<file path="src/rtl/motion_comparator_pkg.sv">
// me_pkg: shared defaults, FSM state type and the "no match yet" distortion constant
// used by the motion comparator and its min-tree.
package me_pkg;

   localparam int ME_NUM_PE = 16;
   localparam int ME_DIST_W = 8;
   localparam int ME_VEC_W  = 4;

   localparam logic [ME_DIST_W-1:0] DIST_MAX = '1;

   typedef enum logic [1:0] {
      IDLE,
      SEARCH,
      FLUSH,
      DONE
   } meState_t;

endpackage

</file>
<file path="src/rtl/motion_comparator_min_tree.sv">
// motion_min_tree: combinational reduction over the ready PEs returning the minimum
// distortion with its index and vectors; the lowest index wins on equal distortion.
module motion_min_tree
   import me_pkg::*;
#(
   parameter int NUM_PE = ME_NUM_PE,
   parameter int DIST_W = ME_DIST_W,
   parameter int VEC_W  = ME_VEC_W,
   parameter int IDX_W  = $clog2(ME_NUM_PE)
)(
   input  logic [NUM_PE-1:0]        i_ready,
   input  logic [NUM_PE*DIST_W-1:0] i_dist,
   input  logic [NUM_PE*VEC_W-1:0]  i_vecX,
   input  logic [NUM_PE*VEC_W-1:0]  i_vecY,
   output logic                     o_valid,
   output logic [DIST_W-1:0]        o_dist,
   output logic [IDX_W-1:0]         o_idx,
   output logic [VEC_W-1:0]         o_vecX,
   output logic [VEC_W-1:0]         o_vecY
);

   // Strict less-than while walking upwards keeps the lowest index on ties.
   always_comb begin
      o_valid = 1'b0;
      o_dist  = '1;
      o_idx   = '0;
      o_vecX  = '0;
      o_vecY  = '0;
      for (int i = 0; i < NUM_PE; i++) begin
         if (i_ready[i] && (!o_valid || (i_dist[i*DIST_W +: DIST_W] < o_dist))) begin
            o_valid = 1'b1;
            o_dist  = i_dist[i*DIST_W +: DIST_W];
            o_idx   = IDX_W'(i);
            o_vecX  = i_vecX[i*VEC_W +: VEC_W];
            o_vecY  = i_vecY[i*VEC_W +: VEC_W];
         end
      end
   end

endmodule

</file>
<file path="src/rtl/motion_comparator.sv">
// motion_comparator: two-stage best-match reducer with a start/done search handshake.
// Defining MOTION_COMP_EARLY_EXIT_EN adds earlythresh/earlyexit for early termination.
module motion_comparator
   import me_pkg::*;
#(
   parameter int  NUM_PE   = ME_NUM_PE,
   parameter int  DIST_W   = ME_DIST_W,
   parameter int  VEC_W    = ME_VEC_W,
   parameter int  NUM_CAND = 16,
   localparam int IDX_W    = $clog2(NUM_PE),
   localparam int CNT_W    = $clog2(NUM_PE*NUM_CAND) + 1
)(
   input  logic                     clk,
   input  logic                     reset,
   input  logic                     compstart,
   input  logic [NUM_PE-1:0]        peready,
   input  logic [NUM_PE*DIST_W-1:0] peout,
   input  logic [NUM_PE*VEC_W-1:0]  pevecx,
   input  logic [NUM_PE*VEC_W-1:0]  pevecy,
   output logic [IDX_W-1:0]         newpe,
   output logic [VEC_W-1:0]         motionX,
   output logic [VEC_W-1:0]         motionY,
   output logic [DIST_W-1:0]        bestdist,
   output logic                     busy,
   output logic                     compdone,
   output logic [CNT_W-1:0]         candcount
`ifdef MOTION_COMP_EARLY_EXIT_EN
   ,
   input  logic [DIST_W-1:0]        earlythresh,
   output logic                     earlyexit
`endif
);

   localparam logic [CNT_W-1:0] CAND_LIM = CNT_W'(NUM_CAND);
   localparam logic [CNT_W-1:0] CNT_MAX  = '1;

   meState_t r_state, w_nextState;

   logic              r_s1Valid;
   logic [DIST_W-1:0] r_s1Dist;
   logic [IDX_W-1:0]  r_s1Idx;
   logic [VEC_W-1:0]  r_s1VecX, r_s1VecY;

   logic [DIST_W-1:0] r_bestDist;
   logic [IDX_W-1:0]  r_bestIdx;
   logic [VEC_W-1:0]  r_bestVecX, r_bestVecY;
   logic [CNT_W-1:0]  r_candCount;

   logic              w_treeValid;
   logic [DIST_W-1:0] w_treeDist;
   logic [IDX_W-1:0]  w_treeIdx;
   logic [VEC_W-1:0]  w_treeVecX, w_treeVecY;

   logic [CNT_W-1:0]  w_popCount, w_countNext;
   logic [CNT_W:0]    w_countSum;
   logic              w_accept, w_s2Write, w_earlyHit, w_compDone;

   motion_min_tree #(
      .NUM_PE (NUM_PE),
      .DIST_W (DIST_W),
      .VEC_W  (VEC_W),
      .IDX_W  (IDX_W)
   ) u_minTree (
      .i_ready (peready),
      .i_dist  (peout),
      .i_vecX  (pevecx),
      .i_vecY  (pevecy),
      .o_valid (w_treeValid),
      .o_dist  (w_treeDist),
      .o_idx   (w_treeIdx),
      .o_vecX  (w_treeVecX),
      .o_vecY  (w_treeVecY)
   );

   always_comb begin
      w_popCount = '0;
      for (int i = 0; i < NUM_PE; i++) begin
         w_popCount = w_popCount + CNT_W'(peready[i]);
      end
      w_countSum  = {1'b0, r_candCount} + {1'b0, w_popCount};
      w_countNext = w_countSum[CNT_W] ? CNT_MAX : w_countSum[CNT_W-1:0];
   end

   assign w_s2Write = r_s1Valid && (r_s1Dist < r_bestDist);

`ifdef MOTION_COMP_EARLY_EXIT_EN
   assign w_earlyHit = (r_state == SEARCH) && w_s2Write && (r_s1Dist <= earlythresh);
`else
   assign w_earlyHit = 1'b0;
`endif

   // An early hit closes the search in the same cycle, so that cycle's mask is dropped.
   assign w_accept = (r_state == SEARCH) && !compstart && !w_earlyHit && (r_candCount < CAND_LIM);

   always_comb begin
      w_nextState = r_state;
      w_compDone  = 1'b0;
      if (compstart) begin
         w_nextState = SEARCH;
      end else begin
         case (r_state)
            SEARCH: begin
               if (w_earlyHit || (r_candCount >= CAND_LIM) ||
                   (w_accept && (w_countNext >= CAND_LIM))) begin
                  w_nextState = FLUSH;
               end
            end
            FLUSH: begin
               if (!r_s1Valid) begin
                  w_compDone  = 1'b1;
                  w_nextState = DONE;
               end
            end
            default: begin
            end
         endcase
      end
   end

   always_ff @(posedge clk) begin
      if (reset) begin
         r_state <= IDLE;
      end else begin
         r_state <= w_nextState;
      end
   end

   always_ff @(posedge clk) begin
      if (reset) begin
         r_s1Valid   <= 1'b0;
         r_s1Dist    <= '1;
         r_s1Idx     <= '0;
         r_s1VecX    <= '0;
         r_s1VecY    <= '0;
         r_bestDist  <= '1;
         r_bestIdx   <= '0;
         r_bestVecX  <= '0;
         r_bestVecY  <= '0;
         r_candCount <= '0;
      end else begin
         r_s1Valid <= w_accept && w_treeValid;
         r_s1Dist  <= w_treeDist;
         r_s1Idx   <= w_treeIdx;
         r_s1VecX  <= w_treeVecX;
         r_s1VecY  <= w_treeVecY;
         if (compstart) begin
            r_bestDist  <= '1;
            r_bestIdx   <= '0;
            r_bestVecX  <= '0;
            r_bestVecY  <= '0;
            r_candCount <= '0;
         end else begin
            if (w_s2Write) begin
               r_bestDist <= r_s1Dist;
               r_bestIdx  <= r_s1Idx;
               r_bestVecX <= r_s1VecX;
               r_bestVecY <= r_s1VecY;
            end
            if (w_accept) begin
               r_candCount <= w_countNext;
            end
         end
      end
   end

`ifdef MOTION_COMP_EARLY_EXIT_EN
   logic r_earlyFlag;

   always_ff @(posedge clk) begin
      if (reset || compstart) begin
         r_earlyFlag <= 1'b0;
      end else if (w_earlyHit) begin
         r_earlyFlag <= 1'b1;
      end
   end

   assign earlyexit = r_earlyFlag && (w_compDone || (r_state == DONE));
`endif

   assign newpe     = r_bestIdx;
   assign motionX   = r_bestVecX;
   assign motionY   = r_bestVecY;
   assign bestdist  = r_bestDist;
   assign candcount = r_candCount;
   assign busy      = (r_state == SEARCH) || (r_state == FLUSH);
   assign compdone  = w_compDone;

endmodule

</file>
<file path="config.mk">
export PLATFORM = sky130hd
export DESIGN_NAME = motion_comparator
export DESIGN_NICKNAME = d
export VERILOG_FILES = /design/src/rtl/motion_comparator_pkg.sv /design/src/rtl/motion_comparator_min_tree.sv /design/src/rtl/motion_comparator.sv
export SDC_FILE = /design/constraint.sdc
export NUM_CORES = 1
export LEC_CHECK = 0
export ABC_AREA = 1
export CORE_ASPECT_RATIO = 2
export CORE_UTILIZATION = 42
export CTS_BUF_LIST = sky130_fd_sc_hd__clkbuf_4
export DETAILED_ROUTE_END_ITERATION = 12
export PLACE_DENSITY_LB_ADDON = 0.05
export SLEW_MARGIN = 20
export SYNTH_ARGS = -nofsm -noshare
export SYNTH_HDL_FRONTEND = slang
export SYNTH_SLANG_ARGS = --single-unit
</file>
<file path="constraint.sdc">
create_clock -name clk -period 25.2 [get_ports clk]
set_input_delay 5.04 -clock clk [delete_from_list [all_inputs] [get_ports clk]]
set_output_delay 5.04 -clock clk [all_outputs]
set_load 0.005 [all_outputs]
</file>
==> results_dict.tcl <==
set metrics [dict create \
    outcome "finished, final reports clean" \
    clockBufferDepth 2 \
    setup_viol 0 \
    rows 72 \
    htree_levels 2 \
    ys_top_cells_by_area "nand2_1, ha_1, dfxtp_1, nand3_1, inv_1" \
    gr-total-overflow 0 \
    cts_sinks 52 \
    cts_buffers 5 \
    syn_to_final_growth_pct 43.9 \
    grt_pass1_wl_um 46500 \
    cp_max_fo 26 \
    worst_path_max_delay_cell "clkdlybuf4s50_1" \
    drt_iter0_drc 355 \
    tritoncts "done" \
    hp-class "reg -> reg" \
    cp.buffers_inverters 16 \
    clock_skew_ns 0.0214 \
    place_congestion 0.938 \
    die_width_um 101 \
    async_reset_ff_frac 0 \
    cts_root_buf "clkbuf_4" \
    vias 10100 \
    dpl.hpwl_um 27200 \
    critPathMostFrequentCell "nand2_1" \
    drive_gt1_frac 0.0713 \
    routed_wl_um 31200 \
    r2r_end "r_state[0]$_SDFFE_PP0P_" \
    synth_cells 1365 \
    p_leak_nw 5.57 \
    p_int_w 0.000378 \
    min_path_cells 2 \
    place_area_um2 11500 \
    drtPass1Iterations 5 \
    avgRoutedWirePerCell_um 16.3 \
    max_stage_delay_ns 0.47 \
    power_w 0.000772 \
    arrival_ns 23.86 \
    crit_path_start_kind "primary input" \
    ir_drop_v 0.0000384 \
    synth_flop_cell "dfxtp_1" \
    dieHeight_um 200 \
    hold_end "newpe[3]$_SDFFE_PP0P_" \
    clk_latency_ns 0.40 \
    drv_cap 0 \
    r2r-start "candcount[0]$_SDFFE_PP0P_" \
    utilization 0.615 \
    route.detailed.drc 0 \
    ant_nets 0 \
    synth.avg_cell_area_um2 6.00 \
    grt_pass1_vias 9614 \
    slew_headroom 0.423 \
    hp-start "r_s1Idx[3]$_SDFF_PP0_" \
    final.period_utilization 0.936 \
    period_needed_ns 23.59 \
    nets 2040 \
    critPathRequiredTime_ns 25.47 \
    final_cell_area_um2 11800 \
    drv_slew 0 \
    clkPwrFrac 0.074 \
    track_usage 0.301 \
    place_ws_ns -0.680 \
    synthesis.nets 1750 \
    fillerInstances 1884 \
    start_util 0.427 \
    worst_slew_pin_slew_ns 0.863 \
    avgViaCountPerCell 5.28 \
    p_comb_frac 0.789 \
    seq_power_share 0.138 \
    core_um2 19200 \
    crit_type "in -> reg" \
    ys_seq_elements 52 \
    antenna_found_initial 1 \
    p_per_area_nw_per_um2 65.4 \
    critPathLaunch "peready[0]" \
    sw_frac_of_total 0.510 \
    clk_pin_slew_worst_paths_ns 0.15 \
    r2r_cells 20 \
    synth_edf_count 0 \
    hold_viol 0 \
    io_pins 306 \
    max_freq_ghz 0.0424 \
    synth_top_area_share 0.174 \
    dieArea_um2 20100 \
    ctsHoldBuffers 0 \
    cp-end-kind "register" \
    netlist_area_um2 8200 \
    yosysTopAreaCell "nand2_1" \
    seq_area_frac_synth 0.127 \
    ys_warn_count 0 \
    portBuffers 305 \
    ys_types 37 \
    p_switching_w 0.000393 \
    worst_slack_ns 1.61 \
    ff2ff_setup_slack_ns 20.65 \
    cpLargestDelayFamily "simple AND/OR/NAND/NOR gates" \
    grt_max_degree 29 \
]
## cells by family after synthesis
logic type,count (synthesis),share of synthesized area
simple gates,745,0.402
xor+xnor,4,0.00427
flops,52,0.127
fa+ha+maj,110,0.179
buf+inv,212,0.109
compound gates,242,0.179
## Yosys cell counts (6+ instances only)
master and count:
nand2_1 379, nand3_1 208, inv_1 140, ha_1 98
nor2_1 93, o21ai_0 81, o211ai_1 58, a21oi_1 55
dfxtp_1 52, nand2_2 29, clkbuf_1 28, a211oi_1 15
buf_2 12, fa_1 12, nand2_4 12, o21bai_1 12
nand3b_1 11, buf_4 10, inv_2 10, a31oi_1 9
buf_6 6
## registers in the layout, indices dropped and copies added, names as in the netlist
register	flops
motionY	4
r_s1VecY	4
r_state	2
r_s1VecX	4
bestdist	8
r_s1Dist	8
newpe	4
r_s1Valid	1
r_s1Idx	4
candcount	9
motionX	4
## through the flow
stage | cells | setup TNS [ns] | hold WS (ns)
final | 1915 | 0 | 0.436
after global routing | 1915 | -0.958 | 0.460
after CTS | 1910 | 0 | 0.441
after detailed placement | 1903 | -11.33 | 0.435
after global placement | 1903 | -2.71 | 0.429
after floorplan | 1365 | 0 | 0.426
## power by group through the flow
stage / clock [W] / sequential [W] / combinational (W)
finish: 0.0000570 / 0.000106 / 0.000608
global route: 0.0000607 / 0.000107 / 0.000691
CTS: 0.0000578 / 0.000106 / 0.000576
detailed placement: 0 / 0.000108 / 0.000573
global placement: 0 / 0.000107 / 0.000561
floorplan: 0 / 0.000104 / 0.000421
## worst register-to-register path: stages (launching register included)
cell and delay (ns):
dfxtp_1 0.43, inv_1 0.08, fa_1 0.51, fa_1 0.54, fa_1 0.41, inv_1 0.08
fa_1 0.22, fa_1 0.24, nand3_1 0.08, and2_1 0.17, or2_2 0.28, a21oi_1 0.21
nand3_1 0.13, xor2_1 0.16, nor4_1 0.25, inv_1 0.07, a21oi_1 0.13, nand2_1 0.08
o21ai_0 0.11, a22oi_1 0.11, o21a_1 0.18
## what timing repair did
| action | CTS | global route |
|---|---|---|
| gates resized for setup | 8 | 66 |
| pin swaps | 0 | 2 |
| cloned | 0 | 1 |
| endpoints found under the setup margin | 20 | 20 |
| buffers inserted | 0 | 3 |
| hold endpoints to repair | 0 | 0 |
## layer usage
metal,vias up,global-route usage,part of all wire
li1,5165,-,-
met5,-,0,0
met1,4506,0.266,0.32
met4,0,0.182,0.059
met2,333,0.613,0.57
met3,108,0.0458,0.051
## final cells by class
type | count | area (µm²) | share of cell area
Antenna cell | 1 | 2.50 | 0.000212
Clock buffer | 5 | 37.5 | 0.00318
Clock inverter | 2 | 60.1 | 0.00509
Inverter | 154 | 578 | 0.0490
Multi-Input combinational cell | 1102 | 6410 | 0.544
Sequential cell | 52 | 1040 | 0.0883
Tap cell | 259 | 324 | 0.0275
Timing Repair Buffer | 340 | 3340 | 0.283
## worst max-delay path by stage
stage	to	slack, ns	cells after the start
global placement	r_s1Dist[3]$_SDFF_PP1_	-0.23	142
detailed placement	r_s1Dist[0]$_SDFF_PP1_	-0.68	135
finish	r_s1Dist[0]$_SDFF_PP1_	1.61	146
CTS	r_s1Dist[0]$_SDFF_PP1_	0.04	140
global route	r_s1Dist[0]$_SDFF_PP1_	-0.1	152
floorplan	r_s1Dist[5]$_SDFF_PP1_	0.88	145
## placed cells by master (no fill, tap or decap), drive strengths merged, types with 4 or more instances in the layout
cell type	count
nand2	421
clkdlybuf4s50	305
nand3	209
inv	150
ha	98
nor2	93
o21ai	83
a21oi	59
o211ai	58
dfxtp	52
buf	35
a211oi	15
o21bai	12
fa	12
nand3b	11
a31oi	9
clkbuf	5
clkinv	4
(Power assumes the default switching activity.)
